File: src/rtl/iq_frame_collector.sv
// Collects contiguous strobe_cc runs of signed I/Q words into a parallel frame.
// Good-length frames go to a one-deep output register; overflow and bad lengths are counted/flagged.
module iq_frame_collector #(
  parameter int rw = 20,
  parameter int nw = 8,
  parameter int cw = 16
) (
  input  logic                 clk,
  input  logic                 reset,
  input  logic signed [rw-1:0] result_iq,
  input  logic                 strobe_cc,
  output logic [nw*rw-1:0]     frame_data,
  output logic                 frame_valid,
  input  logic                 frame_ready,
  output logic [cw-1:0]        frame_count,
  output logic [cw-1:0]        drop_count,
  output logic                 err_len,
  input  logic                 err_clr
);

  localparam int KW = $clog2(nw + 2);
  localparam logic [KW-1:0] NW_K  = KW'(nw);
  localparam logic [KW-1:0] NW_SAT = KW'(nw + 1);

  typedef enum logic {IDLE, CAPTURE} state_t;

  state_t                state, state_nxt;
  logic [KW-1:0]         wcnt, wcnt_nxt;
  logic                  wr_en, end_edge, good, bad, load, drop;
  logic signed [rw-1:0]  shadow_p0 [nw];
  logic [nw*rw-1:0]      shadow_flat;

  always_ff @(posedge clk or posedge reset) begin
    if (reset) begin
      state <= IDLE;
      wcnt  <= '0;
    end else begin
      state <= state_nxt;
      wcnt  <= wcnt_nxt;
    end
  end

  always_comb begin
    state_nxt = state;
    wcnt_nxt  = wcnt;
    wr_en     = 1'b0;
    end_edge  = 1'b0;
    case (state)
      IDLE: begin
        if (strobe_cc) begin
          state_nxt = CAPTURE;
          wr_en     = 1'b1;
          wcnt_nxt  = KW'(1);
        end
      end
      CAPTURE: begin
        if (strobe_cc) begin
          wr_en    = (wcnt < NW_K);
          wcnt_nxt = (wcnt == NW_SAT) ? wcnt : wcnt + KW'(1);
        end else begin
          end_edge  = 1'b1;
          state_nxt = IDLE;
          wcnt_nxt  = '0;
        end
      end
      default: state_nxt = IDLE;
    endcase
  end

  // A frame is good only if exactly nw words arrived; the slot is free if empty or being consumed now
  always_comb begin
    good = end_edge && (wcnt == NW_K);
    bad  = end_edge && (wcnt != NW_K);
    load = good && (!frame_valid || frame_ready);
    drop = good && frame_valid && !frame_ready;
  end

  // Stage p0: shadow capture, word index equals words already received in this run
  always_ff @(posedge clk) begin
    for (int k = 0; k < nw; k++) begin
      if (wr_en && (wcnt == KW'(k))) shadow_p0[k] <= result_iq;
    end
  end

  always_comb begin
    shadow_flat = '0;
    for (int k = 0; k < nw; k++) shadow_flat[k*rw +: rw] = shadow_p0[k];
  end

  // Stage p1: output frame register and status
  always_ff @(posedge clk or posedge reset) begin
    if (reset) begin
      frame_data  <= '0;
      frame_valid <= 1'b0;
      frame_count <= '0;
      drop_count  <= '0;
      err_len     <= 1'b0;
    end else begin
      if (load) begin
        frame_data  <= shadow_flat;
        frame_valid <= 1'b1;
        frame_count <= frame_count + cw'(1);
      end else if (frame_valid && frame_ready) begin
        frame_valid <= 1'b0;
      end
      // Same-edge events win over err_clr, so a cleared counter still records this drop
      if (drop)         drop_count <= (err_clr ? '0 : drop_count) + cw'(1);
      else if (err_clr) drop_count <= '0;
      if (bad)          err_len <= 1'b1;
      else if (err_clr) err_len <= 1'b0;
    end
  end

endmodule

File: config.mk
export PLATFORM = sky130hd
export DESIGN_NAME = iq_frame_collector
export DESIGN_NICKNAME = d
export VERILOG_FILES = /design/src/rtl/iq_frame_collector.sv
export SDC_FILE = /design/constraint.sdc
export NUM_CORES = 1
export LEC_CHECK = 0
export BUFFER_PORTS_ARGS = -buffer_cell sky130_fd_sc_hd__buf_2
export CAP_MARGIN = 10
export CORE_ASPECT_RATIO = 1.25
export CORE_MARGIN = 3
export CORE_UTILIZATION = 30
export DETAILED_ROUTE_END_ITERATION = 8
export HOLD_SLACK_MARGIN = 0.02
export RECOVER_POWER = 50
export SYNTH_ARGS = -nofsm -noshare
export SYNTH_HDL_FRONTEND = slang
export SYNTH_SLANG_ARGS = --single-unit
File: constraint.sdc
create_clock -name clk -period 7.6 [get_ports clk]
set_clock_uncertainty 0.1 [all_clocks]
set_input_delay 1.14 -clock clk [delete_from_list [all_inputs] [get_ports clk]]
set_output_delay 1.14 -clock clk [all_outputs]
set_load 0.01 [all_outputs]
## After elaboration in Yosys (flattened, before gate mapping)

Memory sizes are Yosys's and may differ from the RTL's. A register that Yosys moved wholly into a read port is not among the register bits.
Cells that the tools add are included.

| storage, ports and cells | value |
|---|---|
| bits in writable memories | 160 |
| memories kept | 1 |
| register bits after elaboration | 39 |
| logic and storage cells | 104 |
| bits of input ports | 25 |
| output and inout port bits | 194 |

| cells by class | value |
|---|---|
| equality and inequality tests | 12 |
| muxes and demuxes | 52 |
| $add $sub $neg | 3 |
| $lt $le $gt $ge | 1 |
| bitwise logic cells | 1 |
| reduce and logical (&&, ||, !) cells | 28 |

Memory list:

| name | depth | width | read ports | clocked after Yosys merged registers in | write ports | line | RTL |
|---|---|---|---|---|---|---|---|
| shadow_p0 | 8 | 20 | 8 | 8 | 1 | 30 | `logic signed [rw-1:0] shadow_p0 [nw];` |

Operators with widths:

| operator | count |
|---|---|
| 2-to-1 mux 20 bit | 7 |
| OR reduction 20 bit | 7 |
| adder 16 x 1 -> 16 bit, second input constant | 2 |
| 2-to-1 mux 16 bit | 2 |
| 2-to-1 mux 1 bit | 31 |
| 2-to-1 mux 3 bit | 7 |
| == test 4 x 3 -> 1 bit, second input constant | 4 |
| logical AND 1 bit | 14 |
| 2-to-1 mux 4 bit | 3 |
| == test 4 x 2 -> 1 bit, second input constant | 2 |
| == test 4 bit, second input constant | 2 |
| case mux 4 bit (2 select lines) | 1 |
| adder 4 x 1 -> 4 bit, second input constant | 1 |
| == test 4 x 1 -> 1 bit, second input constant | 1 |
| zero test 4 bit | 1 |
| < comparator 4 bit, second input constant | 1 |
| inequality test 4 bit, second input constant | 1 |
| nonzero test 2 bit | 2 |
| inequality test 3 bit, second input constant | 1 |
| zero test 1 bit | 2 |
| inequality test 2 bit, second input constant | 1 |
| case mux 1 bit (2 select lines) | 1 |
| AND reduction 2 bit | 1 |
| logical OR 1 bit | 1 |
| inverter 1 bit | 1 |

## Depth between registers and ports, before layout

Gate-level depths: netlist of run 1.

| depth | value |
|---|---|
| depth in word-level cells | 14 |
| mapped depth | 8 |
| gate-level depth less buffers | 6 |

## Worst setup path after synthesis of run 1

Ideal clock, no wire load.

| timing | value |
|---|---|
| kind | input to register |
| from | in strobe_cc |
| to | mem shadow_p0[0][0] (enable) |
| buffers on the path | 1 |
| setup time | 0.448 ns |
| data required time | 7.052 ns |
| slack | 3.602 ns |
| arrival time | 3.449 ns |
| stages | 2 |
| cells stage by stage | clkbuf_1 -> nor4bb_1 |

| on the way | value |
|---|---|
| longest elaborated chain between the ends | 13 |
| elaborated cells between the ends (all ways) | 48 |
| classes of those cells | mux (33); reduce/logical (15) |

Ends and longest elaborated chain:

| item | line | RTL |
|---|---|---|
| start, declared | 11 | `input logic strobe_cc,` |
| 2-to-1 mux 1 bit, on equally long branches | 57, 50 |  |
| case mux 1 bit (2 select lines) (*) | 48 | `case (state)` |
| logical AND 1 bit | 81 | `if (wr_en && (wcnt == KW'(k))) shadow_p0[k] <= result_iq;` |
| 2-to-1 mux 1 bit | 81 |  |
| 2-to-1 mux 1 bit (not written as such) | 81 |  |
| OR reduction 20 bit (no line) | n/a |  |
| 2-to-1 mux 3 bit (no line) or 2-to-1 mux 1 bit (tied branches) (7 in series) | n/a |  |
| end, declared | 30 |  |

Mark *: on every way between the ends. The rest lies on a longest branch, timed or not.

## Final worst setup path of run 1

| timing | value |
|---|---|
| from | in strobe_cc |
| to | mem shadow_p0[5][0] (netlist: shadow_p0[1][20]) (enable) |

Same word-level chain as after synthesis.

==> results of run 1 <==
[synth_stat cells, types with 3 or more instances]
master,number
a21oi_1,9
and2_1,3
and4_1,3
buf_2,15
clkbuf_1,11
dfrtp_1,199
edfxtp_1,160
ha_1,5
inv_1,7
mux2_2,161
nand2_1,12
nand2b_1,9
nand3_1,14
nand4_1,12
nor2_1,16
nor3_1,6
o21ai_0,9
o31ai_1,5
or4_1,5
xnor2_1,19
xor2_1,6
[flip-flops by register name (all words and copies together), names as in the netlist]
register     count
frame_data     160
state            1
wcnt             4
frame_valid      1
shadow_p0      160
frame_count     16
err_len          1
drop_count      16
[cell usage in the layout, fill, tap and decap left out, types with 8 or more instances in the layout]
| cell type | netlist | routed |
|---|---|---|
| dfrtp_1 | 199 | 199 |
| buf_2 | 15 | 196 |
| mux2_2 | 161 | 161 |
| edfxtp_1 | 160 | 160 |
| clkbuf_16 | 0 | 40 |
| clkbuf_1 | 11 | 39 |
| xnor2_1 | 19 | 19 |
| nand3_1 | 14 | 14 |
| nor2_1 | 16 | 14 |
| nand2_1 | 12 | 12 |
| nand4_1 | 12 | 12 |
| nand2b_1 | 9 | 9 |
| o21ai_0 | 9 | 9 |
| a21oi_1 | 9 | 9 |
| clkinv_2 | 0 | 8 |
[final timing paths]
path	startpoint	slack [ns]	endpoint	depth (start not counted)
max reg2reg	wcnt[0]$_DFFE_PP0P_	4.39	frame_data[52]$_DFFE_PP0P_	7
min in group asynchronous	reset	0.66	drop_count[7]$_DFF_PP0_	2
max in group asynchronous	reset	5.19	frame_data[15]$_DFFE_PP0P_	3
min	shadow_p0[1][9]$_DFFE_PP_	0.37	frame_data[89]$_DFFE_PP0P_	1
max	strobe_cc	4.20	shadow_p0[1][20]$_DFFE_PP_	3
min reg2reg	shadow_p0[1][9]$_DFFE_PP_	0.37	frame_data[89]$_DFFE_PP0P_	1
[final cells by class]
class,instances,area [um^2]
fillers,3925,25900
flip-flops and latches,359,9780
multi-input cells,310,2800
repair buffers,229,1120
clock buffers,51,1050
well taps,552,691
clock inverters,19,143
inverters,7,33.8
[stage by stage]
| stage | power (mW) | hold slack [ns] | util | worst slack, ns |
|---|---|---|---|---|
| floorplan | 2.16 | 0.354 | - | 0.934 |
| global placement | 2.22 | 0.355 | 0.349 | 3.77 |
| detailed placement | 2.23 | 0.361 | 0.349 | 3.74 |
| CTS | 4.03 | 0.364 | 0.378 | 4.32 |
| global route | 4.11 | 0.387 | 0.376 | 3.91 |
| finish | 3.95 | 0.368 | 0.376 | 4.20 |
[power by group through the flow]
| stage | clock [mW] | sequential (mW) | combinational [mW] |
|---|---|---|---|
| after floorplan | 0 | 2.12 | 0.0437 |
| after global placement | 0 | 2.11 | 0.110 |
| after detailed placement | 0 | 2.12 | 0.111 |
| after CTS | 1.85 | 2.08 | 0.111 |
| after global routing | 1.91 | 2.08 | 0.112 |
| final | 1.78 | 2.08 | 0.0984 |
[cells by family after synthesis]
group                    count (synthesis)
flip-flops                             359
multiplexers                           161
AND/OR/NAND/NOR                         95
buffers and inverters                   35
XOR/XNOR                                25
AO/OA/AOI/OAI                           24
adder cells (fa/ha/maj)                  5
[routing by layer]
metal	up-vias	GRT usage	share of wire
li1	3087	-	-
met1	3530	0.158	0.41
met2	181	0.222	0.50
met3	47	0.0392	0.065
met4	0	0.0354	0.021
met5	-	0	0
==> out/metrics.yaml, run 1 <==
routing:
  num_vias: 6845
  wirelength_mm: 29.4
  via_per_inst: 4.48
  dr.pass1.iters: 4
  drt_iter0_markers: 302
  wl_per_cell_um: 19.2
  postRouteAntennaNets: 0
  drc: 0
synthesis:
  muxShareOfSynthArea: 0.142
  synth_top_area_frac: 0.391
  synth_xor_area_frac: 0.0172
  synth_edf_count: 160
  ys_ff_latch: 359
  synthDistinctLibCells: 36
  synthTopCellsByArea: "dfrtp_1 (39%), edfxtp_1 (38%), mux2_2 (14%)"
  yosys.area_share.simple: 0.0441
  syn-mean-instance-area_um2: 18.1
  syn-num-nets: 734
  synthAdderAreaFrac: 0.00491
  synth_top_family_by_area: "multiplexers"
  postSynth.asyncResetShare: 0.554
  synthesis.area_mm2: 0.0127
  synth_cells: 704
  synth_compound_area_frac: 0.0105
  synth_ff_type: "dfrtp_1"
  yosysWarnings: 0
  yosys.area.top_type: "dfrtp_1"
  yosysSeqAreaShare: 0.768
floorplan:
  dieArea_mm2: 0.0450
  start_util: 0.307
  die_w_um: 190
  fp.dieH_um: 236
  io_pins: 219
  rows: 83
  core_mm2: 0.0415
timing:
  period_share: 0.448
  tightest_slew_ns: 2.28
  setup_violations: 0
  relSlewSlack: -0.527
  slew_viol_final: 63
  setup_tns_ns: 0
  finalCriticalPeriod_ns: 3.40
  rsz0062_at_grt: "no"
  fmax_mhz: 294
  hold_violations: 0
placed_design:
  port_buffers: 218
  dpl.hpwl_mm: 18.8
  gp_congestion: 0.733
  placed_cell_area_mm2: 0.0145
  dp_cells: 1457
power:
  swShare: 0.215
  p_clk_frac: 0.449
  pwr_density_cell_mw_per_mm2: 253
  power.switching_uw: 848
  ir_worst_vdd_v: 0.000238
  p_comb_frac: 0.025
  seq_power_share: 0.526
  p_int_mw: 3.11
  power.leakage_nw: 7.14
cells_and_area:
  n_antenna_cell: 0
  fin_cells: 1527
  finalInstanceArea_mm2: 0.0156
  areaGrowthSynthToFinish_pct: 22.6
  nNetsFinal: 976
  drive_gt1_frac: 0.433
clock_network:
  cts_sinks: 359
  cts_max_level: 2
  cts.path.max_buffers: 3
  cts_tree: "yes"
  clock_latency_ns: 0.53
  holdBufCountCts: 0
  clk_pin_slew_ns: 0.05
  cts_buffers: 39
  cts_resized: 0
  cts_root_buffer: "clkbuf_16"
  postCtsSetupBuffers: 0
worst_setup_path:
  crit_chain: "clkbuf_1 -> nand2_1 -> nor2_1"
  crit_buf_inv: 1
  crit_slowest_cell: "nor2_1"
  critical_path.top_delay_family: "simple AND/OR/NAND/NOR gates"
  path_max_fanout: 20
  cp-start-kind: "input port"
  path_class: "input port to flip-flop"
  end_kind: "flip-flop"
  crit_path_max_incr_delay_ns: 1.72
  cp.required_ns: 7.59
  arrival_ns: 3.39
run:
  max_cap_viol_count: 3
grt:
  antenna_found_initial: 0
  grt_pass1_wl_mm: 44.8
  grt_max_degree: 128
  grt_pass1_vias: 7240
  track_usage: 0.130
  grt_overflow_total: 0
status:
  violations: "max-capacitance violations, max-slew violations"
  outcome: "finished, violations left"
min_path:
  min_path_type: "flip-flop to flip-flop"
Power figures use the tool's default switching activity.
==> inputs of run 2 (changes only) <==
- clock period: 7.6 -> 3 ns (I/O delays scaled with it)
==> out/metrics.yaml, run 2 (synthesis results as in run 1) <==
status:
  outcome: "finished, violations left"
  violations: "max-capacitance violations, max-slew violations"
clock_network:
  cts_tree: "yes"
  cts_sinks: 359  # unchanged
  cts_root_buffer: "clkbuf_16"
  clk_pin_slew_ns: 0.05  # about the same
  cts.path.max_buffers: 3  # unchanged
  cts_resized: 0  # unchanged
  cts_buffers: 38  # -2.6%
  clock_latency_ns: 0.53  # about the same
  cts_max_level: 2  # unchanged
cells_and_area:
  drive_gt1_frac: 0.358  # -0.0747
  final_cell_mix: "dfrtp_1 (199), mux2_2 (161), edfxtp_1 (160)"
  areaGrowthSynthToFinish_pct: 23.6
  layout.cells.most_common: "dfrtp_1"
  n_antenna_cell: 0  # unchanged
  layout_top_registers: "frame_data x160, shadow_p0 x160"
  nNetsFinal: 983  # +0.72%
  utilization: 0.379  # +0.00286
timing:
  rsz0062_at_grt: "no"
  finalCriticalPeriod_ns: 2.44
  tightest_slew_ns: 1.71  # -0.571 ns
  setup_violations: 0  # unchanged
  hold_violations: 0  # unchanged
  slew_viol_final: 68  # +7.9%
  relSlewSlack: -0.140  # +0.386
  period_share: 0.814
  fmax_mhz: 409
floorplan:
  core_mm2: 0.0415  # unchanged
  fp.dieH_um: 236  # unchanged
  die_w_um: 190  # unchanged
  dieArea_mm2: 0.0450  # unchanged
  io_pins: 219  # unchanged
  start_util: 0.307  # unchanged
  rows: 83  # unchanged
worst_setup_path:
  cp.required_ns: 3.31  # -4.28 ns
  end_kind: "flip-flop"
  path_class: "flip-flop to flip-flop"
  arrival_ns: 2.75  # -0.64 ns
  path_max_fanout: 38  # +90%
  cp-start-kind: "flip-flop"
power:
  ir_worst_vdd_v: 0.000556  # +130%
  pwr_density_cell_mw_per_mm2: 646  # +160%
  seq_power_share: 0.518  # -0.008
  power.leakage_nw: 6.82  # -4.5%
  power.switching_mw: 2.14  # +150%
  p_clk_frac: 0.457  # +0.008
  swShare: 0.210  # -0.00436
  p_int_mw: 8.03  # +160%
  p_comb_frac: 0.026  # about the same
  finalPower_mw: 10.2  # +160%
routing:
  drt_iter0_markers: 237  # -22%
  drc: 0  # unchanged
  dr.pass1.iters: 4  # unchanged
  wl_per_cell_um: 19.3  # +0.59%
  via_per_inst: 4.45  # -0.81%
  postRouteAntennaNets: 0  # unchanged
  wirelength_mm: 29.7  # +1.1%
  num_vias: 6825  # -0.29%
grt:
  antenna_found_initial: 0  # unchanged
  grt_max_degree: 133  # +3.9%
  grt_pass1_wl_mm: 45.1  # +0.72%
  track_usage: 0.131  # +0.00139
  grt_pass1_vias: 7185  # -0.76%
  grt_overflow_total: 0  # unchanged
run:
  max_cap_viol_count: 1  # -2
placed_design:
  port_buffers: 218  # unchanged
  dpl.hpwl_mm: 19.3  # +2.8%
  gp_congestion: 0.738  # +0.78%
min_path:
  min_path_type: "input port to flip-flop"
run 2: cell count changes in the layout (fill, tap and decap cells not counted), sizes merged:
cell / previous run / this run
buf: 200 / 125
bufinv: 1 / 2
clkbuf: 80 / 168
clkinv: 13 / 8
clkinvlp: 2 / 4
dlygate4sd3: 0 / 1
inv: 10 / 6
run 2: power groups by stage:
| stage | Clock (mW) | Sequential, mW | Combinational [mW] |
|---|---|---|---|
| 3_3_place_gp | 0 | 5.35 | 0.287 |
| 4_1_cts | 4.82 | 5.26 | 0.291 |
| 2_1_floorplan | 0 | 5.36 | 0.112 |
| 6_report | 4.64 | 5.26 | 0.262 |
| 5_1_grt | 5.01 | 5.27 | 0.296 |
| 3_5_place_dp | 0 | 5.36 | 0.289 |
run 2: metrics by stage:
stage	hold slack, ns	area (um^2)	setup TNS (ns)	std cells	worst slack (ns)
2_1_floorplan	0.354	12700	-24.75	704	-0.124
5_1_grt	0.194	15700	0	1535	0.316
3_3_place_gp	0.356	14600	0	1464	0.638
6_report	0.189	15700	0	1535	0.557
4_1_cts	0.0369	15900	0	1535	0.572
3_5_place_dp	0.361	14600	0	1464	0.575
run 2: cell type report:
| class | instances | area (um^2) |
|---|---|---|
| Fill cell | 3968 | 25800 |
| Sequential cell | 359 | 9780 |
| Multi-Input combinational cell | 310 | 2820 |
| Timing Repair Buffer | 237 | 1170 |
| Clock buffer | 57 | 1100 |
| Tap cell | 552 | 691 |
| Clock inverter | 13 | 144 |
| Inverter | 7 | 27.5 |
run 2: critical path, cell delays in order (launching register included):
cell and delay (ns):
dfrtp_1 0.42, inv_1 0.12, ha_1 0.21, nand3b_1 0.18
nor3b_2 0.37, buf_4 0.50, mux2_2 0.39
run 2: what timing repair did:
item | CTS | global route
setup buffers | 0 | 0
hold buffers | 1 | 0
hold endpoints to repair | 67 | 0
run 2: layer usage:
layer  global-route usage  part of all wire
met4               0.0369             0.021
met1                0.161              0.42
met2                0.229              0.51
met3               0.0311             0.054
met5                    0                 0
run 2: worst paths after layout:
path	start	endpoint	slack (ns)	cells past startpoint
setup / recovery	wcnt[0]$_DFFE_PP0P_	frame_data[37]$_DFFE_PP0P_	0.56	6
hold / removal	strobe_cc	state$_DFF_PP0_	0.19	1
setup reg to reg	wcnt[0]$_DFFE_PP0P_	frame_data[37]$_DFFE_PP0P_	0.56	6
hold reg to reg	shadow_p0[0][63]$_DFFE_PP_	frame_data[63]$_DFFE_PP0P_	0.37	1
max in group asynchronous	reset	frame_data[72]$_DFFE_PP0P_	0.70	4
min in group asynchronous	reset	frame_data[89]$_DFFE_PP0P_	0.52	4
